[config.mk]
export PLATFORM = sky130hd
export DESIGN_NAME = dac_burst_window_ctrl_flat
export DESIGN_NICKNAME = d
export VERILOG_FILES = /design/src/rtl/dac_burst_window_ctrl_pkg.sv /design/src/rtl/dac_burst_window_ctrl_if.sv /design/src/rtl/dac_burst_window_ctrl_guard_timer.sv /design/src/rtl/dac_burst_window_ctrl.sv /design/src/flat_wrapper.sv
export SDC_FILE = /design/constraint.sdc
export NUM_CORES = 1
export LEC_CHECK = 0
export CAP_MARGIN = 20
export CORE_ASPECT_RATIO = 1.5
export CORE_UTILIZATION = 49
export CTS_BUF_LIST = sky130_fd_sc_hd__clkbuf_2
export DETAILED_ROUTE_END_ITERATION = 10
export PLACE_DENSITY = 0.87
export SLEW_MARGIN = 10
export SYNTH_ARGS = -nofsm -noshare
export SYNTH_HDL_FRONTEND = slang
export SYNTH_HIERARCHICAL = 1
export SYNTH_SLANG_ARGS = --single-unit
[constraint.sdc]
create_clock -name clk_50m -period 2.5 [get_ports clk_50m]
set_input_delay 0.25 -clock clk_50m [delete_from_list [all_inputs] [get_ports clk_50m]]
set_output_delay 0.25 -clock clk_50m [all_outputs]
set_load 0.1 [all_outputs]
[src/rtl/dac_burst_window_ctrl_pkg.sv]
// Shared definitions for the DAC burst window controller: FSM encoding,
// burst length cap, default guard values and the length clamp helper.
package dac_ctrl_pkg;

    localparam logic [1:0] ST_IDLE = 2'd0;
    localparam logic [1:0] ST_PRE  = 2'd1;
    localparam logic [1:0] ST_ACT  = 2'd2;
    localparam logic [1:0] ST_POST = 2'd3;

    // The sample RAM holds 512 words written at half rate.
    localparam int unsigned LEN_MAX = 1023;

    localparam int unsigned DEF_PRE_GUARD  = 4;
    localparam int unsigned DEF_POST_GUARD = 3;

    function automatic int unsigned clamp_len(input int unsigned len);
        return (len > LEN_MAX) ? LEN_MAX : len;
    endfunction

endpackage

[src/rtl/dac_burst_window_ctrl_if.sv]
// Configuration, strobe and status bundle between the slot timer / register
// block (master) and the DAC burst window controller (slave).
interface dac_burst_window_ctrl_if #(
    parameter int LEN_W   = 10,
    parameter int GUARD_W = 8,
    parameter int CNT_W   = 16
);

    logic               cfg_enable;
    logic [GUARD_W-1:0] cfg_pre_guard;
    logic [GUARD_W-1:0] cfg_post_guard;
    logic [LEN_W-1:0]   cfg_burst_len;
    logic               slot_start;
    logic               msk_data_valid;
    logic               err_clr;

    logic               dl_data_dac_window;
    logic               msk_data_req;
    logic               burst_busy;
    logic               burst_done;
    logic               burst_abort;
    logic               err_overlap;
    logic               err_underrun;
    logic [CNT_W-1:0]   burst_cnt;
    logic [CNT_W-1:0]   underrun_cnt;

    modport master (
        output cfg_enable, cfg_pre_guard, cfg_post_guard, cfg_burst_len,
        output slot_start, msk_data_valid, err_clr,
        input  dl_data_dac_window, msk_data_req, burst_busy, burst_done,
        input  burst_abort, err_overlap, err_underrun, burst_cnt, underrun_cnt
    );

    modport slave (
        input  cfg_enable, cfg_pre_guard, cfg_post_guard, cfg_burst_len,
        input  slot_start, msk_data_valid, err_clr,
        output dl_data_dac_window, msk_data_req, burst_busy, burst_done,
        output burst_abort, err_overlap, err_underrun, burst_cnt, underrun_cnt
    );

endinterface

[src/rtl/dac_burst_window_ctrl_guard_timer.sv]
// Loadable guard down-counter: load wins over decrement, decrement stops at
// zero; flags report an empty count and the final counted cycle.
module dac_guard_timer #(
    parameter int W = 8
) (
    input  logic         clk,
    input  logic         rst,
    input  logic         load,
    input  logic [W-1:0] load_val,
    input  logic         en,
    output logic         zero,
    output logic         last
);

    logic [W-1:0] cnt;

    // NOTE: sequential state uses non-blocking assignments so every flop samples pre-edge values.
    always_ff @(posedge clk or posedge rst) begin
        if (rst) begin
            cnt <= '0;
        end else if (load) begin
            cnt <= load_val;
        end else if (en && (cnt != '0)) begin
            cnt <= cnt - W'(1);
        end
    end

    assign zero = (cnt == '0);
    assign last = (cnt == W'(1));

endmodule

[src/rtl/dac_burst_window_ctrl.sv]
// DAC burst sequencer: pre-guard / active window / post-guard per slot_start.
// Optional status counters are built only with DAC_BURST_STATUS_CNT_EN defined.
module dac_burst_window_ctrl
    import dac_ctrl_pkg::*;
#(
    parameter int LEN_W   = 10,
    parameter int GUARD_W = 8,
    parameter int CNT_W   = 16
) (
    input logic                   clk_50m,
    input logic                   sys_rst,
    dac_burst_window_ctrl_if.slave bus
);

    logic [1:0]       state;
    logic [1:0]       state_nxt;
    logic [LEN_W-1:0] len_clamped;
    logic [LEN_W-1:0] len_q;
    logic [LEN_W-1:0] act_rem;
    logic [LEN_W-1:0] valid_cnt;
    logic [LEN_W-1:0] valid_total;
    logic             valid_inc;
    logic             accept;
    logic             abort;
    logic             act_last;
    logic             done_set;
    logic             underrun_set;
    logic             overlap_set;
    logic             pre_zero;
    logic             pre_last;
    logic             post_zero;
    logic             post_last;
    logic             window_q;
    logic             done_q;
    logic             abort_q;
    logic             err_overlap_q;
    logic             err_underrun_q;

    assign len_clamped  = LEN_W'(clamp_len(32'(bus.cfg_burst_len)));
    assign accept       = (state == ST_IDLE) && bus.slot_start && bus.cfg_enable;
    assign abort        = (state != ST_IDLE) && !bus.cfg_enable;
    assign overlap_set  = (state != ST_IDLE) && bus.slot_start;
    assign act_last     = (state == ST_ACT) && (act_rem == LEN_W'(1));

    // The final window cycle's valid counts toward the underrun decision.
    assign valid_inc    = bus.msk_data_valid && (valid_cnt != '1);
    assign valid_total  = valid_cnt + LEN_W'(valid_inc);
    assign underrun_set = act_last && !abort && (valid_total < len_q);

    // Both timers latch their guard at slot acceptance; post holds until POST.
    dac_guard_timer #(.W(GUARD_W)) u_pre_timer (
        .clk      (clk_50m),
        .rst      (sys_rst),
        .load     (accept),
        .load_val (bus.cfg_pre_guard),
        .en       (state == ST_PRE),
        .zero     (pre_zero),
        .last     (pre_last)
    );

    dac_guard_timer #(.W(GUARD_W)) u_post_timer (
        .clk      (clk_50m),
        .rst      (sys_rst),
        .load     (accept),
        .load_val (bus.cfg_post_guard),
        .en       (state == ST_POST),
        .zero     (post_zero),
        .last     (post_last)
    );

    // NOTE: every output of a combinational block gets a default first so no latch is inferred.
    always_comb begin
        state_nxt = state;
        done_set  = 1'b0;
        case (state)
            ST_IDLE: begin
                if (accept) begin
                    if (len_clamped == '0) begin
                        done_set = 1'b1;
                    end else if (bus.cfg_pre_guard == '0) begin
                        state_nxt = ST_ACT;
                    end else begin
                        state_nxt = ST_PRE;
                    end
                end
            end
            ST_PRE: begin
                if (pre_last || pre_zero) begin
                    state_nxt = ST_ACT;
                end
            end
            ST_ACT: begin
                if (act_last) begin
                    if (post_zero) begin
                        state_nxt = ST_IDLE;
                        done_set  = 1'b1;
                    end else begin
                        state_nxt = ST_POST;
                    end
                end
            end
            ST_POST: begin
                if (post_last) begin
                    state_nxt = ST_IDLE;
                    done_set  = 1'b1;
                end
            end
            default: state_nxt = ST_IDLE;
        endcase
        if (abort) begin
            state_nxt = ST_IDLE;
            done_set  = 1'b0;
        end
    end

    always_ff @(posedge clk_50m or posedge sys_rst) begin
        if (sys_rst) begin
            state          <= ST_IDLE;
            len_q          <= '0;
            act_rem        <= '0;
            valid_cnt      <= '0;
            window_q       <= 1'b0;
            done_q         <= 1'b0;
            abort_q        <= 1'b0;
            err_overlap_q  <= 1'b0;
            err_underrun_q <= 1'b0;
        end else begin
            state    <= state_nxt;
            window_q <= (state_nxt == ST_ACT);
            done_q   <= done_set;
            abort_q  <= abort;
            if (accept) begin
                len_q     <= len_clamped;
                act_rem   <= len_clamped;
                valid_cnt <= '0;
            end else if (state == ST_ACT) begin
                act_rem <= act_rem - LEN_W'(1);
                if (valid_inc) begin
                    valid_cnt <= valid_total;
                end
            end
            // A new error event in the same cycle as err_clr keeps the bit set.
            err_overlap_q  <= overlap_set  | (err_overlap_q  & ~bus.err_clr);
            err_underrun_q <= underrun_set | (err_underrun_q & ~bus.err_clr);
        end
    end

    assign bus.dl_data_dac_window = window_q;
    assign bus.msk_data_req       = window_q;
    assign bus.burst_busy         = (state != ST_IDLE);
    assign bus.burst_done         = done_q;
    assign bus.burst_abort        = abort_q;
    assign bus.err_overlap        = err_overlap_q;
    assign bus.err_underrun       = err_underrun_q;

`ifdef DAC_BURST_STATUS_CNT_EN
    logic [CNT_W-1:0] burst_cnt_q;
    logic [CNT_W-1:0] underrun_cnt_q;

    // burst_cnt wraps; underrun_cnt saturates. Only sys_rst clears them.
    always_ff @(posedge clk_50m or posedge sys_rst) begin
        if (sys_rst) begin
            burst_cnt_q    <= '0;
            underrun_cnt_q <= '0;
        end else begin
            if (done_set) begin
                burst_cnt_q <= burst_cnt_q + CNT_W'(1);
            end
            if (underrun_set && (underrun_cnt_q != '1)) begin
                underrun_cnt_q <= underrun_cnt_q + CNT_W'(1);
            end
        end
    end

    assign bus.burst_cnt    = burst_cnt_q;
    assign bus.underrun_cnt = underrun_cnt_q;
`else
    assign bus.burst_cnt    = {CNT_W{1'b0}};
    assign bus.underrun_cnt = {CNT_W{1'b0}};
`endif

endmodule
[src/flat_wrapper.sv]
// flat-port wrapper written by rule: the top's interface ports become plain ports
module dac_burst_window_ctrl_flat import dac_ctrl_pkg::*;
#(
    parameter int LEN_W   = 10,
    parameter int GUARD_W = 8,
    parameter int CNT_W   = 16
)
  (clk_50m, sys_rst, bus_cfg_enable, bus_cfg_pre_guard, bus_cfg_post_guard, bus_cfg_burst_len, bus_slot_start, bus_msk_data_valid, bus_err_clr, bus_dl_data_dac_window, bus_msk_data_req, bus_burst_busy, bus_burst_done, bus_burst_abort, bus_err_overlap, bus_err_underrun, bus_burst_cnt, bus_underrun_cnt);
  dac_burst_window_ctrl_if #(.LEN_W(LEN_W), .GUARD_W(GUARD_W), .CNT_W(CNT_W)) bus_i ();
  input logic clk_50m;
  input logic sys_rst;
  input wire logic [$bits(bus_i.cfg_enable)-1:0] bus_cfg_enable;
  input wire logic [$bits(bus_i.cfg_pre_guard)-1:0] bus_cfg_pre_guard;
  input wire logic [$bits(bus_i.cfg_post_guard)-1:0] bus_cfg_post_guard;
  input wire logic [$bits(bus_i.cfg_burst_len)-1:0] bus_cfg_burst_len;
  input wire logic [$bits(bus_i.slot_start)-1:0] bus_slot_start;
  input wire logic [$bits(bus_i.msk_data_valid)-1:0] bus_msk_data_valid;
  input wire logic [$bits(bus_i.err_clr)-1:0] bus_err_clr;
  output wire logic [$bits(bus_i.dl_data_dac_window)-1:0] bus_dl_data_dac_window;
  output wire logic [$bits(bus_i.msk_data_req)-1:0] bus_msk_data_req;
  output wire logic [$bits(bus_i.burst_busy)-1:0] bus_burst_busy;
  output wire logic [$bits(bus_i.burst_done)-1:0] bus_burst_done;
  output wire logic [$bits(bus_i.burst_abort)-1:0] bus_burst_abort;
  output wire logic [$bits(bus_i.err_overlap)-1:0] bus_err_overlap;
  output wire logic [$bits(bus_i.err_underrun)-1:0] bus_err_underrun;
  output wire logic [$bits(bus_i.burst_cnt)-1:0] bus_burst_cnt;
  output wire logic [$bits(bus_i.underrun_cnt)-1:0] bus_underrun_cnt;
  assign bus_i.cfg_enable = bus_cfg_enable;
  assign bus_i.cfg_pre_guard = bus_cfg_pre_guard;
  assign bus_i.cfg_post_guard = bus_cfg_post_guard;
  assign bus_i.cfg_burst_len = bus_cfg_burst_len;
  assign bus_i.slot_start = bus_slot_start;
  assign bus_i.msk_data_valid = bus_msk_data_valid;
  assign bus_i.err_clr = bus_err_clr;
  assign bus_dl_data_dac_window = bus_i.dl_data_dac_window;
  assign bus_msk_data_req = bus_i.msk_data_req;
  assign bus_burst_busy = bus_i.burst_busy;
  assign bus_burst_done = bus_i.burst_done;
  assign bus_burst_abort = bus_i.burst_abort;
  assign bus_err_overlap = bus_i.err_overlap;
  assign bus_err_underrun = bus_i.err_underrun;
  assign bus_burst_cnt = bus_i.burst_cnt;
  assign bus_underrun_cnt = bus_i.underrun_cnt;
  dac_burst_window_ctrl #(.LEN_W(LEN_W), .GUARD_W(GUARD_W), .CNT_W(CNT_W)) u_core (.clk_50m(clk_50m), .sys_rst(sys_rst), .bus(bus_i));
endmodule
Word level (Yosys, flattened, before mapping) --
Cells that the tools add are included.
Storage, ports and cells: bits in registers 53, logic and storage cells 80, bits of input ports 32, output and inout bits 39
Operators by class: order comparisons 1, equality and inequality tests 8, bitwise gates (word level) 5, add/subtract/negate cells 4, mux-type cells 25, reductions and logical operators 26
Operators by type and width (count):
- 10-bit 2-to-1 mux | 5
- 8-bit 2-to-1 mux | 4
- 8-bit zero test | 3
- 8-bit by 1-bit equality test with 1-bit output, second input constant | 2
- 2-bit 2-to-1 mux | 8
- 8-bit nonzero test | 2
- 8-bit by 1-bit subtractor with 8-bit output, second input constant | 2
- 10-bit by 1-bit adder with 10-bit output | 1
- 10-bit by 1-bit equality test with 1-bit output, second input constant | 1
- 1-bit logical AND | 10
- 10-bit zero test | 1
- 10-bit < comparator | 1
- 10-bit != test, second input constant | 1
- 2-bit nonzero test | 5
- 10-bit by 1-bit subtractor with 10-bit output, second input constant | 1
- 2-bit one-hot mux with 4 select lines | 1
- 2-bit equality test, second input constant | 3
- 1-bit 2-to-1 mux | 6
- 1-bit one-hot mux with 3 select lines | 1
- 1-bit AND | 2
- 2-bit by 1-bit equality test with 1-bit output, second input constant | 1
- 1-bit zero test | 2
- 2-bit zero test | 1
- 1-bit OR | 2
- 3 further kinds | 3

Logic depth before layout (Yosys ltp) --
word-level depth 7, depth in mapped cells 12, mapped depth without buffers 11

Hierarchy --
The synthesis kept the hierarchy.
By module, submodules not included:
- dac_burst_window_ctrl | cells each 265, times used 1, sequential area each 925.9 µm², area each 2429.8 µm²
- dac_guard_timer | cells each 63, times used 2, sequential area each 200.2 µm², area each 570.5 µm²

Worst setup path after synthesis --
Ideal clock, no wire load.
path type reg-to-reg, start point register u_core.valid_cnt[6], end point register u_core.err_underrun_q (netlist: u_core/bus.err_underrun), clock period less this slack 2.469 ns, data required time 2.417 ns, setup time 0.083 ns, path buffers 0, path slack 0.031 ns, cell stages (with the launch flop) 11, data arrival time 2.386 ns, cell sequence dfrtp_1 nand4_4 o31a_2 ha_1 ha_1 nand3_1 xnor2_1 ha_1 o21a_1 o2111a_1 o21ai_0
Between the ends: cells in the longest elaborated chain, start to end 6
RTL lines:
- start, declared | line dac_burst_window_ctrl.sv:20 | logic [LEN_W-1:0] valid_cnt;
- start signal, assigned | line dac_burst_window_ctrl.sv:139 | valid_cnt <= valid_total;
- 10-bit != test | line dac_burst_window_ctrl.sv:46 | assign valid_inc = bus.msk_data_valid && (valid_cnt != '1);
- 1-bit logical AND | line dac_burst_window_ctrl.sv:46
- 10-bit by 1-bit adder with 10-bit output * | line dac_burst_window_ctrl.sv:47 | assign valid_total = valid_cnt + LEN_W'(valid_inc);
- 10-bit < comparator * | line dac_burst_window_ctrl.sv:48 | assign underrun_set = act_last && !abort && (valid_total < len_q);
- 1-bit logical AND * | line dac_burst_window_ctrl.sv:48
- 1-bit OR * | line dac_burst_window_ctrl.sv:144 | err_underrun_q <= underrun_set | (err_underrun_q & ~bus.err_clr);
- end signal, assigned | line dac_burst_window_ctrl.sv:144
- end, declared | line dac_burst_window_ctrl.sv:37 | logic err_underrun_q;
Mark *: on every way between the ends. The rest lies on a longest branch, timed or not. A chain may end at the register's enable or synchronous reset.

Final worst setup path --
start point register u_core.valid_cnt[8], end point register u_core.err_underrun_q (netlist: u_core/bus.err_underrun)
Same word-level chain as after synthesis.

==> results.cfg <==
[final_layout]
fillerInstances = 579
num_antenna_cells = 0
layout_commonest_cell = dfrtp_1
final_cell_mix = 53 x dfrtp_1, 32 x nand2_1, 32 x conb_1
area_delta_synth_final_pct = 14.26
nNetsFinal = 497
drive_gt1_share_pct = 14.57
utilization_pct = 58.76

[cts]
htree_levels = 2
worstSkewPairLatency_ns = 0.45
clkSlewWorstSetupHoldPaths_ns = 0.30
cts.sinks = 53
numCtsBuffers = 5
root_buffer = clkbuf_2
hold_buffers = 0
cts_max_path_buffers = 2
cts_tree = done

[critical_path]
cp_top_family = compound AO/OA/AOI/OAI gates
crit_fanout = 5
crit_chain = nand4_4 -> o31a_4 -> ha_1 -> ha_2 -> nand3_2 -> xnor2_2 -> ha_1 -> o21a_1 -> o2111a_1 -> o21ai_1
critPathSlowestCell = dfrtp_1
path_buf_inv = 0
crit_required_ns = 2.89
crit_cells = 10
reg2regPathDepth = 10
worst_setup_path_end_kind = register
crit_path_frequent_cell = ha_1
reg2reg_slack_ns = 0.11
max_stage_delay_ns = 0.46
startpoint_type = register
path_class = register to register
worstPathArrival_ns = 2.78

[global_routing]
grt_max_degree = 32
grt_pass1_vias = 3128
grt_use_total_pct = 22.34
antenna_found_initial = 0
grt_pass1_wl_mm = 13.75
grt-ovfl-total = 0

[synthesis]
synth-adder-area-share_pct = 7.008
synth_top_family_by_area = simple AND/OR/NAND/NOR gates
async_reset_ff_share_pct = 100.0
syn_area_per_cell_sq_um = 9.133
ys_types = 61
ys_warn_count = 6
synth-compound-area-share_pct = 19.52
synth-edff-count = 0
syn-cell-area_sq_mm = 0.003571
synth.area.top_cells = dfrtp_1 37%, buf_4 7.4%, ha_1 7.0%, nand3_1 3.6%, nand2_1 3.4%
syn_inst = 391
ys_seq_elements = 53
ys.flop_type = dfrtp_1
yosys.area_share.simple_pct = 22.04
post_synth_xor_area_fraction_pct = 2.207
ys_seq_area_share_pct = 37.14
synth_top_area_share_pct = 37.14
synthMuxAreaShare_pct = 0
synth_top_cell_by_area = dfrtp_1

[sta]
worst_slack_ns = 0.1110
skew_ns = 0.04323
max_freq_ghz = 0.4186
slew_headroom_pct = 53.40
setup_viol = 0
setup_tns_ns = 0
period_needed_ns = 2.389
whs_ns = 0.04752
post-route-period-util_pct = 95.56
rsz0062_at_grt = false
maxSlewViolCount = 0
hold_viol = 0
worstMarginPinSlew_ns = 0.6973

[routing]
ant_nets = 0
via_per_inst = 6.032
route.met3.wl_um = 388
vias = 3161
wl_met1_mm = 3.163
wire_per_inst_um = 15.71
totalWireLength_mm = 8.232
drt_iter0_markers = 267
wl_met2_mm = 4.466
dr.max_layer_used = met4
drc = 0
dr.pass1.iters = 4

[run_status]
status = finished clean

[die]
die_h_um = 106.6
dieArea_sq_mm = 0.007640
die_w_um = 71.70
coreArea_sq_mm = 0.006944
start_util_pct = 51.42
ios = 71
rows = 37

[place]
place_congestion = 0.9225
post-place-ws_ns = -0.06697
dp_hpwl_mm = 6.351
io_buffers = 38

[power]
power_density_mw_per_mm2 = 913.4
ir_drop_v = 0.0004199
leakage_uw = 0.001879
power.total_uw = 3727

[flow_run]
cap_violations = 0

[min_path]
hold_class = primary input to async pin
report_power, final:
part	total [uW]	switching, uW	leakage, uW	internal, uW
Combinational	1870	1240	0.00118	637
Clock	348	276	0.0000252	72.0
Sequential	1500	328	0.000669	1180
Total	3730	1840	0.00188	1890
cells in the mapped netlist, drive strengths merged, types with 7 or more instances:
library cell	n
a21oi	8
inv	24
dfrtp	53
nor4	7
ha	20
clkbuf	7
nor2	25
nand3	28
a31oi	8
o21ai	24
nand2	32
buf	39
o311ai	10
o211ai	7
sequential cells by signal, summed over array words and instances, names as in the netlist:
name / flops
u_core/len_q: 10
u_core/bus.err_overlap: 1
u_core/bus.burst_done: 1
u_core/bus.dl_data_dac_window: 1
u_core/valid_cnt: 10
u_core/u_post_timer/cnt: 8
u_core/u_pre_timer/cnt: 8
u_core/act_rem: 10
u_core/state: 2
u_core/bus.burst_abort: 1
u_core/bus.err_underrun: 1
metal layers:
| layer | up-vias | global-route usage, % |
|---|---|---|
| li1 | 1477 | - |
| met1 | 1541 | 24.71 |
| met2 | 121 | 41.98 |
| met3 | 22 | 3.033 |
| met4 | 0 | 8.824 |
| met5 | - | 0 |
worst register-to-register path, delay by kind of cell, from the launching register on:
kind                       cells  cell delay [ns]
DFF                            1             0.46
adders and majority gates      3             0.66
AOI/OAI and AO/OA              4             0.89
xor gates and xnor gates       1             0.12
and+or+nand+nor                2             0.22
metrics by stage:
stage	std cells	instance area (sq um)
after floorplan	422	3687
after global placement	514	3983
after detailed placement	514	3983
after CTS	524	4045
after global routing	524	4080
final	524	4080
what timing repair did:
item,4_1_cts,5_1_grt
resized for setup,2,8
gates cloned,0,0
buffers inserted,2,0
setup endpoints to repair,1,1
pin swaps,0,1
path summary, 6_finish.rpt:
path	to	startpoint
setup / recovery	u_core/bus.err_underrun$_DFF_PP0_	u_core/valid_cnt[8]$_DFFE_PP0P_
hold / removal	u_core/bus.err_overlap$_DFF_PP0_	sys_rst
setup reg to reg	u_core/bus.err_underrun$_DFF_PP0_	u_core/valid_cnt[8]$_DFFE_PP0P_
hold reg to reg	u_core/len_q[0]$_DFFE_PP0P_	u_core/len_q[0]$_DFFE_PP0P_
max in group asynchronous	u_core/valid_cnt[4]$_DFFE_PP0P_	sys_rst
min in group clk_50m	u_core/u_post_timer/cnt[4]$_DFFE_PP0P_	bus_cfg_post_guard[4]
area by class of cell:
| type | count | area (sq um) | area share, % |
|---|---|---|---|
| clock buffers | 6 | 30.03 | 0.7360 |
| clock inverters | 2 | 15.01 | 0.3680 |
| inverters | 26 | 97.59 | 2.392 |
| multi-input cells | 297 | 1971 | 48.30 |
| flip-flops and latches | 53 | 1326 | 32.51 |
| well taps | 78 | 97.59 | 2.392 |
| repair buffers | 62 | 543.0 | 13.31 |
cell families (layout without fill, tap and decap cells):
group,Yosys count,after routing
and+or+nand+nor,141,141
xor gates and xnor gates,9,9
other,1,32
AOI/OAI and AO/OA,95,95
adders and majority gates,20,20
DFF,53,53
buffers and inverters,72,96
No activity file was read; power rests on OpenSTA's default activity.
